==> config.mk <==
export PLATFORM = sky130hd
export DESIGN_NAME = fifo_wr_arbiter
export DESIGN_NICKNAME = d
export VERILOG_FILES = /design/src/rtl/fifo_wr_arbiter.sv
export SDC_FILE = /design/constraint.sdc
export NUM_CORES = 1
export LEC_CHECK = 0
export ABC_AREA = 0
export CAP_MARGIN = 20
export CORE_MARGIN = 4
export CORE_UTILIZATION = 30
export CTS_CLUSTER_SIZE = 20
export DETAILED_ROUTE_END_ITERATION = 10
export PLACE_DENSITY_LB_ADDON = 0.12
export SETUP_SLACK_MARGIN = 0.4
export SYNTH_ARGS = -nofsm -noshare
export SYNTH_HDL_FRONTEND = slang
export SYNTH_SLANG_ARGS = --single-unit
==> constraint.sdc <==
create_clock -name clk -period 4.6 [get_ports clk]
set_input_delay 0.46 -clock clk [delete_from_list [all_inputs] [get_ports clk]]
set_output_delay 0.46 -clock clk [all_outputs]
set_load 0.01 [all_outputs]
==> src/rtl/fifo_wr_arbiter.sv <==
// -----------------------------------------------------------------------------
// fifo_wr_arbiter
//
// Purpose
//   Shares one FIFO write port between NUM_REQ requesters. An idle cycle picks
//   the next valid requester round-robin (starting after the last one served).
//   The winner then owns the write port for a burst of up to BURST_LEN words.
//   A burst ends early when the granted requester stops offering data. A full
//   FIFO stalls the burst in place without losing the grant.
//
// Parameters
//   NUM_REQ    number of requesters (this revision supports exactly 4)
//   DATA_W     data word width, matches the FIFO data_in width
//   BURST_LEN  maximum words per grant, 1..15
//
// Ports
//   clk           in   single clock, rising edge
//   reset         in   synchronous reset, active low (0 = reset)
//   req_valid     in   [NUM_REQ]        requester i offers a word
//   req_data      in   [NUM_REQ*DATA_W] word of requester i at [i*DATA_W +: DATA_W]
//   req_ready     out  [NUM_REQ]        requester i's word is taken this cycle
//   fifo_full     in   FIFO full flag
//   fifo_wr       out  FIFO write enable
//   fifo_data_in  out  [DATA_W] FIFO write data (granted word while busy, else 0)
//   grant_id      out  [2] index of the granted requester
//   busy          out  high while a burst is in progress
//   word_count    out  [16] saturating count of words written    (stats build)
//   stall_count   out  [16] saturating count of stalled burst cycles (stats build)
//
// Configuration
//   FIFO_WR_ARB_STATS_EN  when defined, adds word_count and stall_count.
// -----------------------------------------------------------------------------
module fifo_wr_arbiter #(
    parameter int NUM_REQ   = 4,
    parameter int DATA_W    = 32,
    parameter int BURST_LEN = 4
) (
    input  logic                      clk,
    input  logic                      reset,
    input  logic [NUM_REQ-1:0]        req_valid,
    input  logic [NUM_REQ*DATA_W-1:0] req_data,
    output logic [NUM_REQ-1:0]        req_ready,
    input  logic                      fifo_full,
    output logic                      fifo_wr,
    output logic [DATA_W-1:0]         fifo_data_in,
    output logic [1:0]                grant_id,
    output logic                      busy
`ifdef FIFO_WR_ARB_STATS_EN
    ,
    output logic [15:0]               word_count,
    output logic [15:0]               stall_count
`endif
);

    localparam int IDX_W = 2;
    localparam logic [3:0] LAST_BEAT = 4'(BURST_LEN - 1);

    typedef enum logic {
        IDLE  = 1'b0,
        BURST = 1'b1
    } state_t;

    state_t           state_q;
    logic [3:0]       beat_cnt_q;
    logic [IDX_W-1:0] grant_q;
    logic [IDX_W-1:0] last_grant_q;

    // -------------------------------------------------------------------------
    // Round-robin pick: first valid requester at or after last_grant+1.
    // -------------------------------------------------------------------------
    logic [IDX_W-1:0] rr_pick;
    logic             rr_found;

    always_comb begin
        logic [IDX_W-1:0] idx;
        // NOTE: every combinational output gets a default before any branch,
        // otherwise a path that skips the assignment infers a latch.
        rr_pick  = last_grant_q + 2'd1;
        rr_found = 1'b0;
        idx      = '0;
        for (int k = 0; k < NUM_REQ; k++) begin
            idx = last_grant_q + 2'd1 + IDX_W'(k);
            if (!rr_found && req_valid[idx]) begin
                rr_pick  = idx;
                rr_found = 1'b1;
            end
        end
    end

    // -------------------------------------------------------------------------
    // Transfer qualification. Reset low kills the handshake immediately so a
    // burst interrupted by reset never writes one more word.
    // -------------------------------------------------------------------------
    logic granted_valid;
    logic xfer;
    logic last_beat;

    assign granted_valid = req_valid[grant_q];
    assign xfer          = reset && (state_q == BURST) && granted_valid && !fifo_full;
    assign last_beat     = (beat_cnt_q == LAST_BEAT);

    assign fifo_wr   = xfer;
    assign req_ready = xfer ? (NUM_REQ'(1) << grant_q) : '0;
    assign grant_id  = grant_q;
    assign busy      = (state_q == BURST);

    // Data follows the grant for the whole burst; zero while idle.
    assign fifo_data_in = busy ? req_data[grant_q*DATA_W +: DATA_W] : '0;

    // -------------------------------------------------------------------------
    // Arbitration / burst FSM
    // -------------------------------------------------------------------------
    always_ff @(posedge clk) begin
        // NOTE: sequential state uses non-blocking assignments so every
        // register samples the pre-edge values, independent of statement order.
        if (!reset) begin
            state_q      <= IDLE;
            beat_cnt_q   <= '0;
            grant_q      <= '0;
            last_grant_q <= 2'd3;
        end else begin
            unique case (state_q)
                IDLE: begin
                    if (rr_found && !fifo_full) begin
                        grant_q    <= rr_pick;
                        beat_cnt_q <= '0;
                        state_q    <= BURST;
                    end
                end

                BURST: begin
                    if (!granted_valid) begin
                        // Requester went away: release the port, even if the
                        // FIFO is full, since there is nothing left to wait for.
                        state_q      <= IDLE;
                        last_grant_q <= grant_q;
                    end else if (!fifo_full) begin
                        beat_cnt_q <= beat_cnt_q + 4'd1;
                        if (last_beat) begin
                            state_q      <= IDLE;
                            last_grant_q <= grant_q;
                        end
                    end
                    // fifo_full with data pending: hold state, beat and grant.
                end

                default: state_q <= IDLE;
            endcase
        end
    end

`ifdef FIFO_WR_ARB_STATS_EN
    // -------------------------------------------------------------------------
    // Saturating statistics counters
    // -------------------------------------------------------------------------
    logic [15:0] word_count_q,  word_count_d;
    logic [15:0] stall_count_q, stall_count_d;
    logic        stall_cycle;

    assign stall_cycle = (state_q == BURST) && fifo_full;

    always_comb begin
        word_count_d  = word_count_q;
        stall_count_d = stall_count_q;
        if (xfer && (word_count_q != 16'hFFFF)) begin
            word_count_d = word_count_q + 16'd1;
        end
        if (stall_cycle && (stall_count_q != 16'hFFFF)) begin
            stall_count_d = stall_count_q + 16'd1;
        end
    end

    always_ff @(posedge clk) begin
        if (!reset) begin
            word_count_q  <= '0;
            stall_count_q <= '0;
        end else begin
            word_count_q  <= word_count_d;
            stall_count_q <= stall_count_d;
        end
    end

    assign word_count  = word_count_q;
    assign stall_count = stall_count_q;
`endif

endmodule

==> results of run 1 <==
## Yosys cell counts (all sizes together) (3+ instances only)
cell / count / area [um^2]
and2: 33 / 206.5
mux4: 33 / 743.2
dfxtp: 9 / 180.2
buf: 7 / 36.28
clkbuf: 6 / 22.52
nand2: 6 / 22.52
a21oi: 5 / 25.02
inv: 5 / 18.77
nor2: 5 / 18.77
nand2b: 4 / 25.02
nor3: 4 / 20.02
o21ai: 3 / 15.01
o221ai: 3 / 26.28
## path summary, 6_finish.rpt
kind,depth (start not counted),to,startpoint,slack [ns]
hold reg to reg,2,beat_cnt_q[3]$_SDFFE_PN0P_,beat_cnt_q[3]$_SDFFE_PN0P_,0.49
setup reg to reg,4,beat_cnt_q[3]$_SDFFE_PN0P_,grant_id[0]$_SDFFE_PN0P_,2.48
hold / removal,2,beat_cnt_q[3]$_SDFFE_PN0P_,beat_cnt_q[3]$_SDFFE_PN0P_,0.49
setup / recovery,5,req_ready[3],grant_id[0]$_SDFFE_PN0P_,1.44
## report_power, final
part / leakage, nW / internal, mW / switching [mW] / total, mW
combinational: 1.11 / 0.221 / 0.0886 / 0.310
sequential: 0.0742 / 0.0827 / 0.0172 / 0.0999
clock: 0.0228 / 0.0606 / 0.0340 / 0.0946
total: 1.21 / 0.364 / 0.140 / 0.504
## placed cells by master (no fill, tap or decap), types with 3 or more instances in the layout
| cell | instances |
|---|---|
| nand2_1 | 6 |
| inv_1 | 5 |
| and2_1 | 33 |
| o21ai_0 | 3 |
| o221ai_1 | 3 |
| dfxtp_1 | 7 |
| clkdlybuf4s50_1 | 174 |
| nor3_1 | 4 |
| mux4_2 | 33 |
| a21oi_1 | 5 |
| clkbuf_8 | 3 |
| nor2_1 | 5 |
| nand2b_1 | 4 |
| buf_4 | 3 |
## through the flow
step | worst slack [ns] | cell area, um^2 | util (%) | hold WS (ns)
after floorplan | 2.485 | 1592 | - | 0.4589
after global placement | 1.648 | 3387 | 65.90 | 0.4785
after detailed placement | 1.643 | 3387 | 65.90 | 0.4820
after CTS | 1.389 | 3432 | 66.77 | 0.4921
after global routing | 1.208 | 3432 | 66.77 | 0.5404
final | 1.443 | 3432 | 66.77 | 0.4932
## registers in the layout, summed over array words and instances, names as in the netlist
register and cells:
beat_cnt_q 4, grant_id 2, last_grant_q 2, busy 1
## per-layer routing
metal  GRT usage (%)  share of wire [%]  vias up  wire [um]
met2           38.83                 51       98       3965
met3           4.767                9.0       13        700
met4           5.912                1.9        0        150
li1                -                  -      946          -
met5               0                  0        -          0
met1           29.77                 38      979       3002
## area by class of cell
cell class                      instances  share of cell area [%]
Timing Repair Buffer                  177                   51.40
Multi-Input combinational cell        126                   38.86
Sequential cell                         9                   5.323
Tap cell                               70                   2.552
Clock buffer                            4                   1.312
Inverter                                5                  0.5468
## worst min-delay path: stages (launching register included)
cell and delay (ns):
dfxtp_1 0.32, o31ai_1 0.06, a21oi_1 0.06
## kinds of logic (layout without fill, tap and decap cells)
| kind of cell | count (synthesis) | in the layout |
|---|---|---|
| flip-flops | 9 | 9 |
| adder cells (fa/ha/maj) | 1 | 1 |
| AO/OA/AOI/OAI | 23 | 23 |
| buffers and inverters | 18 | 186 |
| AND/OR/NAND/NOR | 67 | 67 |
| multiplexers | 35 | 35 |
==> results.md, run 1 <==
* Status: finished, final reports clean
* Adder-cell share of the synthesized area at 0.7862%
* DR iter-0 viols at between 90 and 100
* Final instance count without filler cells at between 300 and 400
* Final count of hold timing violations at 0
* # rows at 26
* Nets@finish at ~460
* Slew HR at about 47%
* GPL Wtd Cong at between 0.7 and 0.8
* Synth-to-Final Area Change at 115.6%
* Peak supply drop at 0.1414 mV
* Layout cells sized above 1 at between 10% and 20%
* Die H at 80.84 um
* Worst setup EP type: output pin
* Post-CTS sizing at 0
* CTS tree: built
* Total number of vias at a little over 2,000
* Sequential element share of the synthesized area at between 10% and 20%
* CP max FO at 27
* Clk pin slew, worst setup/hold paths at 0.05 ns
* Max-Cap Viols at 0
* CTS buffer count at 3
* Storage element area at ~180 um^2
* CP peak stage delay at between 0.8 and 0.9 ns
* Post-CTS Setup Inserts at 0
* Post-DP HPWL at around 6500 um
* Fmax achieved at roughly 320 MHz
* Yosys cell types at 35
* Avg WL per Cell at approximately 20 um
* Worst Hold Class: reg2reg
* Data required time of the critical path at 4.14 ns
* Clk sinks at 9
* Buf/Inv on CP at 2
* Synthesized flop and latch total at 9
* Post-synth EDFFs at 0
* Compound-Gate Fraction of Synth Area at under 10%
* Design Power at ~500 uW
* Antenna Cells at 0
* Largest family of logic cells by synthesized area: multiplexers
* Post-synthesis mux area share at about 48%
* Total Neg Setup Slack at 0 ns
* Number of global-route vias before repair at roughly 2,000
* Die area at 6534 um^2
* Overflow after GRT at 0
* Post-Syn Instances at about 150
* Drt drc at 0
* Htree depth at 1
* CTS max path bufs at 2
* Crit path DAT at approximately 2.7 ns
* RSZ-0062 raised after global routing: no
* Startpoint types: flip-flop
* Initial Utilization at 30.96%
* CTS root buffer: clkbuf_8
* Routed Antenna Nets at 0
* Drt pass-1 iters at 4
* Worst Tran Pin Value at approximately 0.79 ns
* Final min period at 3.157 ns
* CP max-delay cell: dfxtp_2
* Setup Skew at about 0.0022 ns
* Post-Route WL at approximately 7800 um
* Xor and xnor area share after synthesis at 0%
* Tcrit/Tclk final at about two thirds
* Worst path top cell family by delay: flip-flops
* CTS Hold Bufs at 0
* Initial antenna violation count at 0
* Slew Limit Fails at 0
* Synth Cell Area at 1592 um^2
* Multi-input gate area at about 1300 um^2
* Leak at 1.209 nW
* DR vias/cell at approximately 5.2
* Largest net degree at the start of global routing at 40
* All-Layer GR Usage at between 20% and 30%
* Power Density at ~150 nW/um^2
* Crit path kind: reg2out
* Synth warnings at 0
* Avg Inst Size Synth at roughly 10 um^2
* PortBufs at between 150 and 200
* Simple-gate share of the synthesized area at around 25%
* Top FF cell, synth: dfxtp_1
* IO Pins at between 150 and 200
* Final setup vio count at 0
* Die Wd at 80.84 um
* Worst-path cell chain: mux4_2, nand4b_1, inv_1, and3_1, clkdlybuf4s50_1
* First-pass GRT wire length at about 11,000 um
* Clock latency on the worst-skew pair at between 0.2 and 0.25 ns
* CORE AREA at around 5100 um^2
* Layout filler cell count at 430
* Placed cells at about 390
* Synth async-reset ratio at 0%
* Syn_nets at ~290
(Power assumes the default switching activity.)
==> run 2, diff against run 1 <==
--- a/config.mk
+++ b/config.mk
@@ -8,7 +8,7 @@
 export ABC_AREA = 0
 export CAP_MARGIN = 20
 export CORE_MARGIN = 4
-export CORE_UTILIZATION = 30
+export CORE_UTILIZATION = 26
 export CTS_CLUSTER_SIZE = 20
 export DETAILED_ROUTE_END_ITERATION = 10
 export PLACE_DENSITY_LB_ADDON = 0.12
==> constraint.sdc (replaced) <==
create_clock -name clk -period 2.9 [get_ports clk]
set_input_delay 0.29 -clock clk [delete_from_list [all_inputs] [get_ports clk]]
set_output_delay 0.29 -clock clk [all_outputs]
set_load 0.01 [all_outputs]
==> results.md, run 2 (synthesis results as in run 1) <==
* CP max FO at 6 (was 27)
* Final min period at between 2 and 2.5 ns
* Synth-to-Final Area Change at 119.5% (was 115.6%)
* Top reg by flops: beat_cnt_q (unchanged)
* DR vias/cell at 5.010 (was 5.207)
* First-pass GRT wire length at 11,360 um (was 11,370 um)
* CTS Hold Bufs at 0 (unchanged)
* Data required time of the critical path at 2.61 ns (was 4.14 ns)
* Htree depth at 1 (unchanged)
* Clk sinks at 9 (unchanged)
* DR iter-0 viols at 47 (was 97)
* Final instance count without filler cells at 401 (was 391)
* Clock latency on the worst-skew pair at 0.23 ns (was 0.24 ns)
* Final count of hold timing violations at 0 (unchanged)
* Worst Hold Class: reg2reg (unchanged)
* All-Layer GR Usage at 19.65% (was 22.93%)
* R2R Setup Slk at 1.19 ns (was 2.48 ns)
* Overflow after GRT at 0 (unchanged)
* Crit path DAT at 2.09 ns (was 2.70 ns)
* Final instance area at 3493 um^2 (was 3432 um^2)
* Crit path kind: reg2out (unchanged)
* Total Neg Setup Slack at 0 ns (unchanged)
* CP peak stage delay at 0.53 ns (was 0.84 ns)
* Met3 Use GR at 5.989% (was 4.767%)
* Number of global-route vias before repair at 2,016 (was 2,013)
* Die Wd at 86.24 um (was 80.84 um)
* Clk pin slew, worst setup/hold paths at 0.04 ns (was 0.05 ns)
* Initial antenna violation count at 0 (unchanged)
* Routing usage on met1 at 24.18% (was 29.77%)
* Worst Tran Pin Value at 0.5156 ns (was 0.7918 ns)
* Routed Antenna Nets at 0 (unchanged)
* Worst-path cell chain: mux4_2, nand4b_1, inv_1, and3_1, clkdlybuf4s50_1 (unchanged)
* CTS buffer count at 3 (unchanged)
* Post-Route WL at 7803 um (was 7818 um)
* Tcrit/Tclk final at about 82%
* CORE AREA at 5921 um^2 (was 5140 um^2)
* IO Pins at 175 (unchanged)
* Worst setup EP type: output pin (unchanged)
* Placed cells at 394 (was 387)
* Startpoint types: flip-flop (unchanged)
* CP max-delay cell: mux4_2 (was dfxtp_2)
* Commonest non-fill, non-tap cell in the layout: clkdlybuf4s50_1 (unchanged)
* GPL Wtd Cong at 0.7815 (was 0.7762)
* Setup slack at placement at 0.2845 ns (was 1.643 ns)
* CTS tree: built (unchanged)
* Fmax achieved at between 400 and 500 MHz
* CTS root buffer: clkbuf_8 (unchanged)
* Largest net degree at the start of global routing at 41 (was 40)
* Busiest layer in global routing: met2 (unchanged)
* RSZ-0062 raised after global routing: no (unchanged)
* Power Density at 232.1 nW/um^2 (was 146.9 nW/um^2)
* Slew Limit Fails at 0 (unchanged)
* Slew HR at 65.36% (was 47.21%)
* Antenna Cells at 0 (unchanged)
* Max-Cap Viols at 0 (unchanged)
* Area after DPL at 3421 um^2 (was 3387 um^2)
* Drt drc at 0 (unchanged)
* Post-DP HPWL at 6467 um (was 6546 um)
* Nets@finish at 463 (was 458)
* GRT met2 Usage at 35.25% (was 38.83%)
* Status: finished, final reports clean (unchanged)
* CTS max path bufs at 2 (unchanged)
* Peak supply drop at 0.2834 mV (was 0.1414 mV)
* Most frequent cells in the layout: clkdlybuf4s50_1, mux4_2, and2_1, dfxtp_1, nand2_1 (unchanged)
* Die H at 86.24 um (was 80.84 um)
* Fin worst setup slack at 0.5209 ns (was 1.443 ns)
* Drt pass-1 iters at 4 (unchanged)
* Leak at 1.245 nW (was 1.209 nW)
* Max reg flops at 4 (unchanged)
* Layout cells sized above 1 at 14.11% (was 12.77%)
* Setup Skew at 0.001571 ns (was 0.002216 ns)
* Avg WL per Cell at 19.46 um (was 19.99 um)
* Total number of vias at 2,009 (was 2,036)
* # rows at 28 (was 26)
* Initial Utilization at 26.88% (was 30.96%)
* PortBufs at 174 (unchanged)
* Die area at 7437 um^2 (was 6534 um^2)
* Final setup vio count at 0 (unchanged)
==> run 2: metal layers <==
layer	vias up	part of all wire, %	wire length (um)
li1	958	-	-
met1	957	40	3143
met2	88	50	3882
met3	6	9.1	709
met4	0	0.87	68
met5	-	0	0
==> run 2: final timing paths <==
path                                                 start                          to  depth (start not counted)
worst min-delay path            beat_cnt_q[3]$_SDFFE_PN0P_  beat_cnt_q[3]$_SDFFE_PN0P_                          2
worst max-delay path              grant_id[0]$_SDFFE_PN0P_                req_ready[3]                          5
worst min register to register  beat_cnt_q[3]$_SDFFE_PN0P_  beat_cnt_q[3]$_SDFFE_PN0P_                          2
worst max register to register    grant_id[0]$_SDFFE_PN0P_  beat_cnt_q[3]$_SDFFE_PN0P_                          5
==> run 2: stage by stage <==
step	hold WS, ns	utilization, %	power [mW]
after floorplan	0.4589	-	0.3699
after global placement	0.4824	57.78	0.6598
after detailed placement	0.4886	57.78	0.6676
after CTS	0.5026	58.62	0.8149
after global routing	0.5475	59.00	0.8617
final	0.5012	59.00	0.8107
==> run 2: final cells by class <==
type	instances	area, um^2
clock buffers	4	45.04
fillers	516	2427
inverters	5	18.77
multi-input cells	126	1334
flip-flops and latches	9	185.2
well taps	75	93.84
repair buffers	182	1817
==> run 2: critical path: cells and delay by family (launching register included) <==
family / cells / cell delay (ns)
buffers and inverters: 2 / 0.55
DFF: 1 / 0.41
muxes: 1 / 0.53
and+or+nand+nor: 2 / 0.38
==> run 2: what timing repair did <==
| action | in CTS | in global routing |
|---|---|---|
| pin swaps | 1 | 0 |
| resized for setup | 5 | 2 |
| setup buffers | 1 | 2 |
| setup endpoints to repair | 31 | 16 |
==> run 2: where the power goes <==
group	switching, mW	total (mW)	internal, mW
clock	0.0469	0.143	0.0956
combinational	0.163	0.526	0.362
sequential	0.0113	0.143	0.131
total	0.222	0.811	0.589
